===== src/rtl/ftc_pkg.sv =====
// Shared types and helpers for the five-to-three counter vector runner.
// A vector packs the stimulus {cin,i1,i2,i3,i4} above the expected result {c,cout,s}.
package ftc_pkg;

    localparam int FTC_IN_W  = 5;
    localparam int FTC_OUT_W = 3;
    localparam int FTC_VEC_W = 8;

    typedef enum logic [1:0] {
        IDLE = 2'd0,
        RUN  = 2'd1,
        DONE = 2'd2
    } ftc_run_state_e;

    function automatic logic [FTC_IN_W-1:0] vec_stim(input logic [FTC_VEC_W-1:0] v);
        return v[FTC_VEC_W-1 -: FTC_IN_W];
    endfunction

    function automatic logic [FTC_OUT_W-1:0] vec_exp(input logic [FTC_VEC_W-1:0] v);
        return v[FTC_OUT_W-1:0];
    endfunction

endpackage


===== src/rtl/ftc_vec_mem.sv =====
// Vector store: DEPTH x 8 register array, synchronous write, asynchronous read.
// Reads beyond DEPTH return zero so the caller may look one slot past the end.
module ftc_vec_mem
    import ftc_pkg::*;
#(
    parameter int DEPTH = 9,
    parameter int AW    = $clog2(DEPTH)
) (
    input  logic                 clk,
    input  logic                 i_we,
    input  logic [AW-1:0]        i_waddr,
    input  logic [FTC_VEC_W-1:0] i_wdata,
    input  logic [AW-1:0]        i_raddr,
    output logic [FTC_VEC_W-1:0] o_rdata
);

    logic [FTC_VEC_W-1:0] r_mem [DEPTH];

    // NOTE: the array has no reset on purpose; loaded vectors must survive a reset.
    always_ff @(posedge clk) begin
        if (i_we) begin
            r_mem[i_waddr] <= i_wdata;
        end
    end

    assign o_rdata = (32'(i_raddr) < 32'(DEPTH)) ? r_mem[i_raddr] : '0;

endmodule


===== src/rtl/ftc_vector_runner.sv =====
// Stimulus/check engine for the FTC adder cell: drives stored stimuli, samples the
// FTC result SETTLE cycles later and tallies mismatches against the stored expectations.
module ftc_vector_runner
    import ftc_pkg::*;
#(
    parameter int DEPTH  = 9,
    parameter int SETTLE = 0,
    parameter int ERR_W  = 7
) (
    input  logic                         clk,
    input  logic                         rst_n,
    input  logic                         load_en,
    input  logic [$clog2(DEPTH)-1:0]     load_addr,
    input  logic [FTC_VEC_W-1:0]         load_data,
    input  logic [$clog2(DEPTH+1)-1:0]   num_vec,
    input  logic                         start,
    output logic [FTC_IN_W-1:0]          dut_in,
    input  logic [FTC_OUT_W-1:0]         dut_out,
    output logic                         busy,
    output logic                         done,
    output logic [ERR_W-1:0]             errors,
    output logic [ERR_W-1:0]             vec_idx,
    output logic                         fail_valid,
    output logic [ERR_W-1:0]             fail_index,
    output logic [FTC_OUT_W-1:0]         fail_got
);

    localparam int AW = $clog2(DEPTH);
    localparam int NW = $clog2(DEPTH + 1);
    localparam int SW = (SETTLE > 0) ? $clog2(SETTLE + 1) : 1;

    ftc_run_state_e         r_state;
    ftc_run_state_e         w_state_nxt;
    logic [AW-1:0]          r_idx;
    logic [NW-1:0]          r_num;
    logic [SW-1:0]          r_settle;
    logic [FTC_IN_W-1:0]    r_dut_in;
    logic [FTC_OUT_W-1:0]   r_exp;
    logic [ERR_W-1:0]       r_errors;
    logic                   r_fail_valid;
    logic [ERR_W-1:0]       r_fail_index;
    logic [FTC_OUT_W-1:0]   r_fail_got;

    logic                   w_we;
    logic                   w_accept;
    logic                   w_cmp;
    logic                   w_last;
    logic                   w_mismatch;
    logic [NW-1:0]          w_num_clamp;
    logic [AW-1:0]          w_rd_addr;
    logic [FTC_VEC_W-1:0]   w_mem_rd;
    logic [FTC_VEC_W-1:0]   w_rd_vec;

    assign w_we        = load_en && (r_state != RUN) && (32'(load_addr) < 32'(DEPTH));
    assign w_num_clamp = (32'(num_vec) > 32'(DEPTH)) ? NW'(DEPTH) : num_vec;
    assign w_last      = (NW'(r_idx) + NW'(1)) == r_num;
    assign w_mismatch  = dut_out != r_exp;

    // The store is read one slot ahead of the driven vector; a write landing on the
    // same edge as start is forwarded so the run sees the new data.
    assign w_rd_addr = w_accept ? '0 : r_idx + AW'(1);
    assign w_rd_vec  = (w_we && (load_addr == w_rd_addr)) ? load_data : w_mem_rd;

    ftc_vec_mem #(
        .DEPTH (DEPTH),
        .AW    (AW)
    ) u_mem (
        .clk     (clk),
        .i_we    (w_we),
        .i_waddr (load_addr),
        .i_wdata (load_data),
        .i_raddr (w_rd_addr),
        .o_rdata (w_mem_rd)
    );

    // NOTE: state registers use non-blocking assignments so every flop samples pre-edge values.
    always_ff @(posedge clk or negedge rst_n) begin
        if (!rst_n) begin
            r_state <= IDLE;
        end else begin
            r_state <= w_state_nxt;
        end
    end

    // NOTE: every output of this block is defaulted first so no latch is inferred.
    always_comb begin
        w_state_nxt = r_state;
        w_accept    = 1'b0;
        w_cmp       = 1'b0;
        case (r_state)
            IDLE, DONE: begin
                if (start) begin
                    w_accept    = 1'b1;
                    w_state_nxt = (w_num_clamp == '0) ? DONE : RUN;
                end
            end
            RUN: begin
                if (r_settle == SW'(SETTLE)) begin
                    w_cmp = 1'b1;
                    if (w_last) begin
                        w_state_nxt = DONE;
                    end
                end
            end
            default: w_state_nxt = IDLE;
        endcase
    end

    always_ff @(posedge clk or negedge rst_n) begin
        if (!rst_n) begin
            r_idx        <= '0;
            r_num        <= '0;
            r_settle     <= '0;
            r_dut_in     <= '0;
            r_exp        <= '0;
            r_errors     <= '0;
            r_fail_valid <= 1'b0;
            r_fail_index <= '0;
            r_fail_got   <= '0;
        end else if (w_accept) begin
            r_errors     <= '0;
            r_fail_valid <= 1'b0;
            r_fail_index <= '0;
            r_fail_got   <= '0;
            r_num        <= w_num_clamp;
            r_settle     <= '0;
            r_idx        <= '0;
            if (w_num_clamp != '0) begin
                r_dut_in <= vec_stim(w_rd_vec);
                r_exp    <= vec_exp(w_rd_vec);
            end
        end else if (w_cmp) begin
            r_settle <= '0;
            if (w_mismatch) begin
                if (r_errors != '1) begin
                    r_errors <= r_errors + ERR_W'(1);
                end
                if (!r_fail_valid) begin
                    r_fail_valid <= 1'b1;
                    r_fail_index <= ERR_W'(r_idx);
                    r_fail_got   <= dut_out;
                end
            end
            if (!w_last) begin
                r_idx    <= r_idx + AW'(1);
                r_dut_in <= vec_stim(w_rd_vec);
                r_exp    <= vec_exp(w_rd_vec);
            end
        end else if (r_state == RUN) begin
            r_settle <= r_settle + SW'(1);
        end
    end

    assign dut_in     = r_dut_in;
    assign busy       = (r_state == RUN);
    assign done       = (r_state == DONE);
    assign errors     = r_errors;
    assign vec_idx    = ERR_W'(r_idx);
    assign fail_valid = r_fail_valid;
    assign fail_index = r_fail_index;
    assign fail_got   = r_fail_got;

endmodule


===== config.mk =====
export PLATFORM = sky130hd
export DESIGN_NAME = ftc_vector_runner
export DESIGN_NICKNAME = d
export VERILOG_FILES = /design/src/rtl/ftc_pkg.sv /design/src/rtl/ftc_vec_mem.sv /design/src/rtl/ftc_vector_runner.sv
export SDC_FILE = /design/constraint.sdc
export NUM_CORES = 1
export LEC_CHECK = 0
export BUFFER_PORTS_ARGS = -buffer_cell sky130_fd_sc_hd__buf_2
export CAP_MARGIN = 20
export CORE_MARGIN = 2
export CORE_UTILIZATION = 52
export CTS_CLUSTER_DIAMETER = 60
export DETAILED_ROUTE_END_ITERATION = 6
export PLACE_DENSITY = 0.75
export SLEW_MARGIN = 20
export SYNTH_ARGS = -nofsm -noshare
export SYNTH_HDL_FRONTEND = slang
export SYNTH_SLANG_ARGS = --single-unit

===== constraint.sdc =====
create_clock -name clk -period 2.2 [get_ports clk]
set_input_delay 0.33 -clock clk [delete_from_list [all_inputs] [get_ports clk]]
set_output_delay 0.33 -clock clk [all_outputs]
set_load 0.05 [all_outputs]

=== Yosys cells after proc, flatten, opt, wreduce, memory -nomap -nowiden ===
Memory sizes are Yosys's and may differ from the RTL's.
Cells that the tools add are included.

* Bits in registers: 37
* RAM bits: 72
* Output and inout port bits: 32
* Memories kept: 1

* Add/sub/neg operators: 3
* Order comparisons: 3
* Equality and inequality tests: 13
* Muxes and demuxes: 44
* Reductions and logical operators: 17

{| class="wikitable"
|+ Memories
! memory !! depth !! width !! read ports !! clocked after memory_dff !! write ports !! RTL line !! RTL
|-
| u_mem.r_mem || 9 || 8 || 1 || 0 || 1 || ftc_vec_mem.sv:17 || <nowiki>logic [FTC_VEC_W-1:0] r_mem [DEPTH];</nowiki>
|}

{| class="wikitable"
|+ Operators with widths
! kind !! count
|-
| 7-bit two-way mux || 8
|-
| 3-bit two-way mux || 8
|-
| 4-bit two-way mux || 5
|-
| 5-bit two-way mux || 4
|-
| 8-bit two-way mux || 2
|-
| 1-bit two-way mux || 12
|-
| 3-bit AND reduction || 4
|-
| 4-bit equality test || 2
|-
| 4-bit less-than comparator (second input constant) || 2
|-
| 2-bit two-way mux || 4
|-
| 2-bit by 1-bit inequality test with 1-bit output (second input constant) || 4
|-
| 7-bit by 1-bit adder with 7-bit output (second input constant) || 1
|-
| 7-bit inequality test (second input constant) || 1
|-
| 2-bit inequality test (second input constant) || 3
|-
| 2-bit nonzero test || 3
|-
| 4-bit by 1-bit adder with 4-bit output (second input constant) || 1
|-
| 4-bit greater-than comparator (second input constant) || 1
|-
| 4-bit zero test || 1
|-
| 2-bit one-hot mux with 2 select lines || 1
|-
| 2-bit AND reduction || 2
|-
| 4-bit nonzero test || 1
|-
| 1-bit logical AND || 3
|-
| 3-bit inequality test || 1
|-
| 3-bit nonzero test || 1
|-
| 5 further kinds || 5
|}

=== Longest topological paths before layout ===
Gate-level depths: netlist (run 1).

* Word-level depth: 10
* Gate-level depth with buffers: 9

=== Modules after synthesis ===
From an unflattened synthesis (run 1), not the netlist that was laid out.

* Cell total of the unflattened synthesis: 377
* Area total of the unflattened synthesis: 4972.3 sq um

{| class="wikitable"
|+ By module, submodules not included
! module !! instances !! cells each !! area an instance (sq um)
|-
| ftc_vec_mem || 1 || 156 || 2884.0
|-
| ftc_vector_runner || 1 || 221 || 2088.3
|}

=== Worst setup path after synthesis (run 1) ===
Ideal clock, no wire load.

* Kind: register to register
* Start: reg r_idx[1]
* End: reg r_dut_in[0], in the netlist dut_in[0]
* Setup time: 0.073 ns
* Data arrival time: 2.579 ns
* Data required time: 2.127 ns
* Slack: -0.452 ns
* Cell stages (with the launch flop): 10
* Clock period less this slack: 2.652 ns
* Cells stage by stage: dfrtp_1 -> ha_1 -> xor2_1 -> and2_1 -> clkbuf_1 -> or4_1 -> a211o_1 -> buf_6 -> o21a_1 -> a21oi_2

* Cells in the longest elaborated chain, start to end: 8

{| class="wikitable"
|+ RTL lines
! item !! RTL line !! RTL
|-
| from (decl) || ftc_vector_runner.sv:34 || <nowiki>logic [AW-1:0] r_idx;</nowiki>
|-
| from (signal assigned) || ftc_vector_runner.sv:145 || <nowiki>r_idx <= r_idx + AW'(1);</nowiki>
|-
| 4-bit by 1-bit adder with 4-bit output * || ftc_vector_runner.sv:56, ftc_vector_runner.sv:61 ||
|-
| 4-bit two-way mux || ftc_vector_runner.sv:61 || <nowiki>assign w_rd_addr = w_accept ? '0 : r_idx + AW'(1);</nowiki>
|-
| memory 9 x 8 bit, or another cell as far along || - ||
|-
| 8-bit two-way mux or 1-bit logical AND (tied branches) || ftc_vec_mem.sv:26, ftc_vector_runner.sv:62 ||
|-
| 8-bit two-way mux || ftc_vector_runner.sv:62 || <nowiki>assign w_rd_vec = (w_we && (load_addr == w_rd_addr)) ? load_data : w_mem_rd;</nowiki>
|-
| 5-bit two-way mux || ftc_vector_runner.sv:144 || <nowiki>if (!w_last) begin</nowiki>
|-
| 5-bit two-way mux || ftc_vector_runner.sv:132 || <nowiki>end else if (w_cmp) begin</nowiki>
|-
| 5-bit two-way mux || ftc_vector_runner.sv:120 || <nowiki>end else if (w_accept) begin</nowiki>
|-
| to (signal assigned) || ftc_vector_runner.sv:129 || <nowiki>r_dut_in <= vec_stim(w_rd_vec);</nowiki>
|-
| to (signal assigned) || ftc_vector_runner.sv:146 || <nowiki>r_dut_in <= vec_stim(w_rd_vec);</nowiki>
|-
| to (decl) || ftc_vector_runner.sv:37 || <nowiki>logic [FTC_IN_W-1:0] r_dut_in;</nowiki>
|}

Mark *: on every way between the ends. The rest lies on a longest branch, timed or not. The select of a mux whose other input is x is not followed.
A chain may end at the register's enable or synchronous reset.

=== Worst setup path after layout (run 1) ===
* Start: reg r_idx[0]
* End: reg r_dut_in[0], in the netlist dut_in[0]

The elaborated chain is that of the path after synthesis.

==> summary.md, run 1 <==
| Metric | Value |
|---|---|
| Status | complete, but fails checks |
| Failing checks | negative setup slack |
| #FFs+latches synth | 106 |
| Met1 Use GR | 27.8% |
| Vias in the first global route | 3202 |
| Non-Filler Instances | 588 |
| Residual DRC | 0 |
| Final setup vio count | 8 |
| CTS H-tree lvls | 3 |
| Final HPWL DP | 7290 µm |
| I/O pin cnt | 55 |
| Worst EP arrival | 2.57 ns |
| RSZ-0062 raised after global routing | true |
| Worst slew pin tran | 0.741 ns |
| Startpoint class of the critical path | flop |
| Final wirelength | 10200 µm |
| Final Skew | 0.00941 ns |
| Setup CP Type | flop to flop |
| Avg Cell Area, Syn | 12.3 µm² |
| Max-cap viol count | 0 |
| Max IR drop VDD | 544 µV |
| Area delta synth->final | 18.1% |
| Global Route met2 Usage | 34.7% |
| Sequential area share after synthesis | 62.4% |
| Pwr Total | 7.84 mW |
| Clock-pin slew on the worst setup and hold paths | 0.11 ns |
| Total CTS buffers | 9 |
| Crit. Startpoint | r_idx[0] |
| Die Wd | 100 µm |
| Synth Cell Area | 4830 µm² |
| Fmax | 0.442 GHz |
| Worst Setup End Kind | flop |
| Clk sinks | 106 |
| DRT Pass-1 Iters | 5 |
| EDFF count, synth | 72 |
| Total number of vias | 3343 |
| Crit path max fanout | 6 |
| Slew HR | 50.6% |
| Top cell type's share of synthesized area | 44.8% |
| IO Port Bufs | 48 |
| Die Span Y | 100 µm |
| Final setup margin | -0.0613 ns |
| GRT busiest layer | met2 |
| Hold Crit Class | input port to asynchronous set/reset pin |
| Placer congestion estimate | 0.833 |
| Final period util | 103% |
| Most used DFF post-synth | edfxtp_1 |
| Iter 0 DRT Violations | 275 |
| Yosys cell types | 49 |
| Synthesized instance count | 393 |
| Ant diodes | 0 |
| Setup WS pre-CTS | -0.208 ns |
| Max-slew violation count | 0 |
| Routed Antenna Nets | 0 |
| CTS tree | done |
| Async set-reset flop share out of synthesis | 32.1% |
| Die ar. | 10100 µm² |
| Core area | 9110 µm² |
| Ys Warns | 0 |
| PwrDens | 1380 nW/µm² |
| Final min period | 2.26 ns |
| First-pass GRT wire length | 16300 µm |
| R2r startpoint | r_idx[0] |
| Reg2reg setup slack | -0.06 ns |
| Wire per inst | 17.4 µm |
| Placed cells | 571 |
| Initial Utilization | 53.0% |
| Worst Path Required | 2.50 ns |
| Met3 usage | 5.08% |
| Leading area contributor after synthesis | edfxtp_1 |
| Largest net degree at the start of global routing | 35 |
| Final hold vios | 0 |
| Leakage | 2.24 nW |
| Antenna violations before repair | 0 |
| DR vias/cell | 5.69 |
| Synth top area cells | edfxtp_1 (45%), dfrtp_1 (18%), nor2_1 (3.1%), nand2_1 (2.7%), mux2_2 (2.1%) |
| CTS Buffer Depth | 2 |
| Layout cells sized above 1 | 28.7% |
| Clock network latency to the later pin of the worst-skew pair | 0.37 ns |
| Remaining Overflow, GRT | 0 |
| Total Routing Usage GR | 21.2% |
| Root Buffer | clkbuf_8 |
| Std cell rows | 35 |
| # nets final | 497 |
[area by class of cell]
class,count,area (µm²)
clock inverter,7,93.8
sequential,106,3020
clock buffer,9,124
timing repair buffer,90,589
fill,692,3410
tap,111,139
multi-input combinational,254,1700
inverter,11,41.3
[kinds of logic (layout without fill, tap and decap cells)]
group                    count (synthesis)  after routing  synth area share, %
AO/OA/AOI/OAI                           78             78                 11.3
XOR/XNOR                                16             16                 3.19
adder cells (fa/ha/maj)                  2              2                0.518
buffers and inverters                   38            117                 3.76
flip-flops                             106            106                 62.4
multiplexers                            21             21                 5.62
other                                    1              6               0.0777
AND/OR/NAND/NOR                        131            131                 13.1
[what timing repair did]
item | CTS | global route
gates cloned | 0 | 1
pin swaps | 0 | 6
endpoints found under the setup margin | 8 | 8
gates resized for setup | 4 | 4
hold buffers | 0 | 0
buffers inserted | 0 | 0
endpoints found under the hold margin | 0 | 0
[sequential cells by signal, indices dropped and copies added (netlist names)]
signal,count
errors,7
fail_got,3
fail_index,4
r_state,2
r_exp,3
r_settle,1
u_mem.r_mem,72
fail_valid,1
dut_in,5
r_num,4
r_idx,4
[placed cells by master (no fill, tap or decap), types with 10 or more instances in the layout]
cell | synthesis | layout
edfxtp_1 | 72 | 72
buf_2 | 1 | 48
nor2_1 | 40 | 40
buf_4 | 6 | 39
nand2_1 | 35 | 34
dfrtp_1 | 34 | 31
a21oi_1 | 19 | 18
nand2b_1 | 16 | 16
o21ai_0 | 14 | 14
inv_1 | 11 | 11
xor2_1 | 11 | 10
o221ai_1 | 10 | 10
[synth_stat cells (4+ instances only)]
master,instances
mux4_2,4
nand4_1,4
o21a_1,6
xor2_1,11
nor2_1,40
dfrtp_1,34
buf_1,5
buf_4,6
or3_1,5
mux2i_1,8
nor2b_1,6
mux2_2,9
nand3_1,7
nor3_1,5
edfxtp_1,72
inv_1,11
o21ai_0,14
a21oi_1,19
o211ai_1,7
xnor2_1,4
clkbuf_1,13
nand2b_1,16
nand2_1,35
o221ai_1,10
[per-layer routing]
| metal | vias up | wire (µm) |
|---|---|---|
| met3 | 11 | 570 |
| met1 | 1631 | 4440 |
| met5 | - | 0 |
| met2 | 121 | 5130 |
| li1 | 1580 | - |
| met4 | 0 | 114 |
[per-stage QoR]
stage	hold slack, ns	utilization [%]	TNS (ns)	instance area (µm²)
after CTS	0.0240	62.1	-0.0521	5650
after floorplan	0.0344	-	-1.24	4880
after global routing	0.0712	62.6	-0.761	5700
after global placement	0.431	59.6	-1.33	5430
after detailed placement	0.434	59.6	-1.63	5430
final	0.00639	62.6	-0.417	5700
[power breakdown]
group | internal, mW | switching, mW | leakage [nW]
sequential | 2.42 | 0.193 | 1.07
clock | 0.558 | 0.715 | 0.107
combinational | 1.57 | 2.40 | 1.06
[worst max-delay path: stages (launching register included)]
cell,delay [ns]
dfrtp_2,0.46
ha_4,0.18
xor2_2,0.16
and2_4,0.15
or4_4,0.42
a211o_4,0.40
buf_12,0.14
o21a_1,0.17
a21oi_2,0.12
[worst paths after layout]
path	to	cells after the start
min in group clk	fail_got[2]	3
hold / removal	r_num[0]	1
max in group asynchronous	r_idx[0]	1
setup reg to reg	dut_in[0]	8
hold reg to reg	r_num[1]	2
setup / recovery	dut_in[0]	8
No activity file was read; power rests on OpenSTA's default activity.
==> inputs of run 2 (changes only) <==
- CORE_UTILIZATION: 52 -> 55
- PLACE_DENSITY: 0.75 -> 0.76
- clock period: 2.2 -> 2.4 ns (I/O delays scaled with it)
==> run 2 against run 1 <==
Net effect: the run now ends clean; non-clock buffer count shrank 12; critical path depth unchanged; cell count down 2.6%; clock power down 13%; sequential power fell by 7%; fmax shrank 2.0%; sequential share of layout area rose by 1.5 points; register-to-register slack gained 0.15 ns; critical endpoint is now dut_in[3]; largest cell class unchanged; largest power group unchanged; highest routed layer unchanged.
==> summary.md, run 2 (synthesized netlist as in run 1, its figures left out) <==
| Metric | Value |
|---|---|
| Worst path slowest cell | dfrtp_2 (unchanged) |
| Total number of vias | 3291 (was 3343) |
| Hold_buf cts | 0 (unchanged) |
| Layout cells sized above 1 | 25.8% (was 28.7%) |
| Non-Filler Instances | 573 (was 588) |
| RSZ-0062 raised after global routing | false (was true) |
| Max-cap viol count | 0 (unchanged) |
| Most frequent cells in the layout | edfxtp_1 (72), buf_2 (48), nor2_1 (40) (unchanged) |
| Fmax | 0.433 GHz (was 0.442 GHz) |
| Total Routing Usage GR | 21.8% (was 21.2%) |
| Largest Register | u_mem.r_mem (unchanged) |
| Placed cells | 557 (was 571) |
| Worst path max stage delay | 0.47 ns (was 0.46 ns) |
| Die ar. | 9540 µm² (was 10100 µm²) |
| Ant diodes | 0 (unchanged) |
| Clk pwr share | 15.9% (was 16.2%) |
| Final min period | 2.31 ns (was 2.26 ns) |
| Final Skew | 0.0121 ns (was 0.00941 ns) |
| Clk sinks | 106 (unchanged) |
| I/O pin cnt | 55 (unchanged) |
| Area delta synth->final | 14.9% (was 18.1%) |
| Sequential power share | 34.6% (was 33.3%) |
| CTS Buffer Depth | 2 (unchanged) |
| Initial Utilization | 55.9% (was 53.0%) |
| Clock-pin slew on the worst setup and hold paths | 0.11 ns (about the same) |
| Leakage | 2.17 nW (was 2.24 nW) |
| Internal | 3.94 mW (was 4.54 mW) |
| Final setup vio count | 0 (was 8) |
| Crit path max fanout | 13 (was 6) |
| Routed Antenna Nets | 0 (unchanged) |
| Startpoint class of the critical path | flop (unchanged) |
| Placer congestion estimate | 0.844 (was 0.833) |
| Worst slew pin tran | 0.762 ns (was 0.741 ns) |
| Die Span Y | 97.7 µm (was 100 µm) |
| Setup CP Type | flop to flop (unchanged) |
| CTS H-tree lvls | 3 (unchanged) |
| Status | finished, final reports clean (was complete, but fails checks) |
| Die Wd | 97.7 µm (was 100 µm) |
| Antenna violations before repair | 0 (unchanged) |
| Core area | 8640 µm² (was 9110 µm²) |
| Worst Path Required | 2.70 ns (was 2.50 ns) |
| Hold Crit Class | input port to asynchronous set/reset pin (unchanged) |
| Crit-path cells | ha_4 > xor2_1 > and2_1 > or4_1 > a211o_1 > buf_12 > o21a_1 > a21oi_1 (was ha_4 > xor2_2 > and2_4 > or4_4 > a211o_4 > buf_12 > o21a_1 > a21oi_2) |
| PwrDens | 1260 nW/µm² (was 1380 nW/µm²) |
| Net Sw Power | 3.04 mW (was 3.30 mW) |
| CTS tree | done (unchanged) |
| Remaining Overflow, GRT | 0 (unchanged) |
| Worst EP arrival | 2.61 ns (was 2.57 ns) |
| Largest net degree at the start of global routing | 35 (unchanged) |
| # nets final | 485 (was 497) |
| Worst path bufs/invs | 1 (unchanged) |
| Logic pwr share | 49.5% (was 50.5%) |
| Final setup TNS | 0 ns (was -0.417 ns) |
| Post-CTS sizing | 0 (was 4) |
| Residual DRC | 0 (unchanged) |
| Final setup margin | 0.0928 ns (was -0.0613 ns) |
| First-pass GRT wire length | 16000 µm (was 16300 µm) |
| Final wirelength | 10100 µm (was 10200 µm) |
| Fill cell count | 657 (was 692) |
| Most common cell after layout, fill and taps aside | edfxtp_1 (unchanged) |
| Max reg flops | 72 (unchanged) |
| Final HPWL DP | 7140 µm (was 7290 µm) |
| Max IR drop VDD | 590 µV (was 544 µV) |
| Slew HR | 49.2% (was 50.6%) |
| Setup WS pre-CTS | -0.0109 ns (was -0.208 ns) |
| Sw Share | 43.6% (was 42.1%) |
| IO Port Bufs | 48 (unchanged) |
| Largest delay share family, worst path | compound AO/OA/AOI/OAI gates (unchanged) |
| Std cell rows | 34 (was 35) |
| Total CTS buffers | 9 (unchanged) |
| DRT Pass-1 Iters | 5 (unchanged) |
| # Post-CTS Setup Buffers | 0 (unchanged) |
| Vias in the first global route | 3206 (was 3202) |
| Final hold vios | 0 (unchanged) |
| Wire per inst | 17.6 µm (was 17.4 µm) |
| DR vias/cell | 5.74 (was 5.69) |
| Final period util | 96.1% (was 103%) |
| Fin util | 64.2% (was 62.6%) |
| Iter 0 DRT Violations | 190 (was 275) |
| Max-slew violation count | 0 (unchanged) |
| Root Buffer | clkbuf_8 (unchanged) |
| Worst Setup End Kind | flop (unchanged) |
| Clock network latency to the later pin of the worst-skew pair | 0.39 ns (was 0.37 ns) |
[run 2: changes by cell type in the layout (fill, tap and decap cells not counted), sizes merged]
cell      delta
buf         -11
bufinv       -1
inv          +2
clkbuf       -1
clkinvlp     -1
[run 2: per-stage QoR]
stage	power, mW	hold WS [ns]	instance area [µm²]
detailed placement	5.87	0.471	5340
global route	7.37	0.0807	5550
finish	6.98	0.0313	5550
floorplan	4.98	0.0644	4870
CTS	6.99	0.0436	5540
global placement	5.78	0.455	5340
[run 2: area by class of cell]
cell class / count / area, µm² / area share, %
Tap cell: 108 / 135 / 2.44
Inverter: 11 / 41.3 / 0.745
Clock inverter: 7 / 83.8 / 1.51
Timing Repair Buffer: 78 / 478 / 8.62
Sequential cell: 106 / 3020 / 54.4
Clock buffer: 9 / 124 / 2.23
Multi-Input combinational cell: 254 / 1670 / 30.1
[run 2: routing by layer]
layer,track usage [%],up-vias,share of wire [%]
li1,-,1563,-
met1,28.2,1588,42
met2,36.5,119,49
met3,4.75,21,7.0
met4,8.12,0,1.8
met5,0,-,0
[run 2: power by group through the flow]
stage | logic (mW) | registers (mW) | clock network, mW
after floorplan | 2.05 | 2.93 | 0
after global placement | 3.34 | 2.44 | 0
after detailed placement | 3.42 | 2.45 | 0
after CTS | 3.44 | 2.42 | 1.14
after global routing | 3.72 | 2.45 | 1.20
final | 3.46 | 2.42 | 1.11
[run 2: worst paths after layout]
path / from / endpoint / slack (ns) / cells past startpoint
min: rst_n / r_idx[3] / 0.03 / 1
min in group clk: num_vec[3] / r_num[3] / 0.21 / 3
max: r_idx[0] / dut_in[3] / 0.09 / 8
min reg2reg: dut_in[0] / dut_in[0] / 0.52 / 2
max in group asynchronous: rst_n / r_idx[1] / 1.83 / 1
max reg2reg: r_idx[0] / dut_in[3] / 0.09 / 8
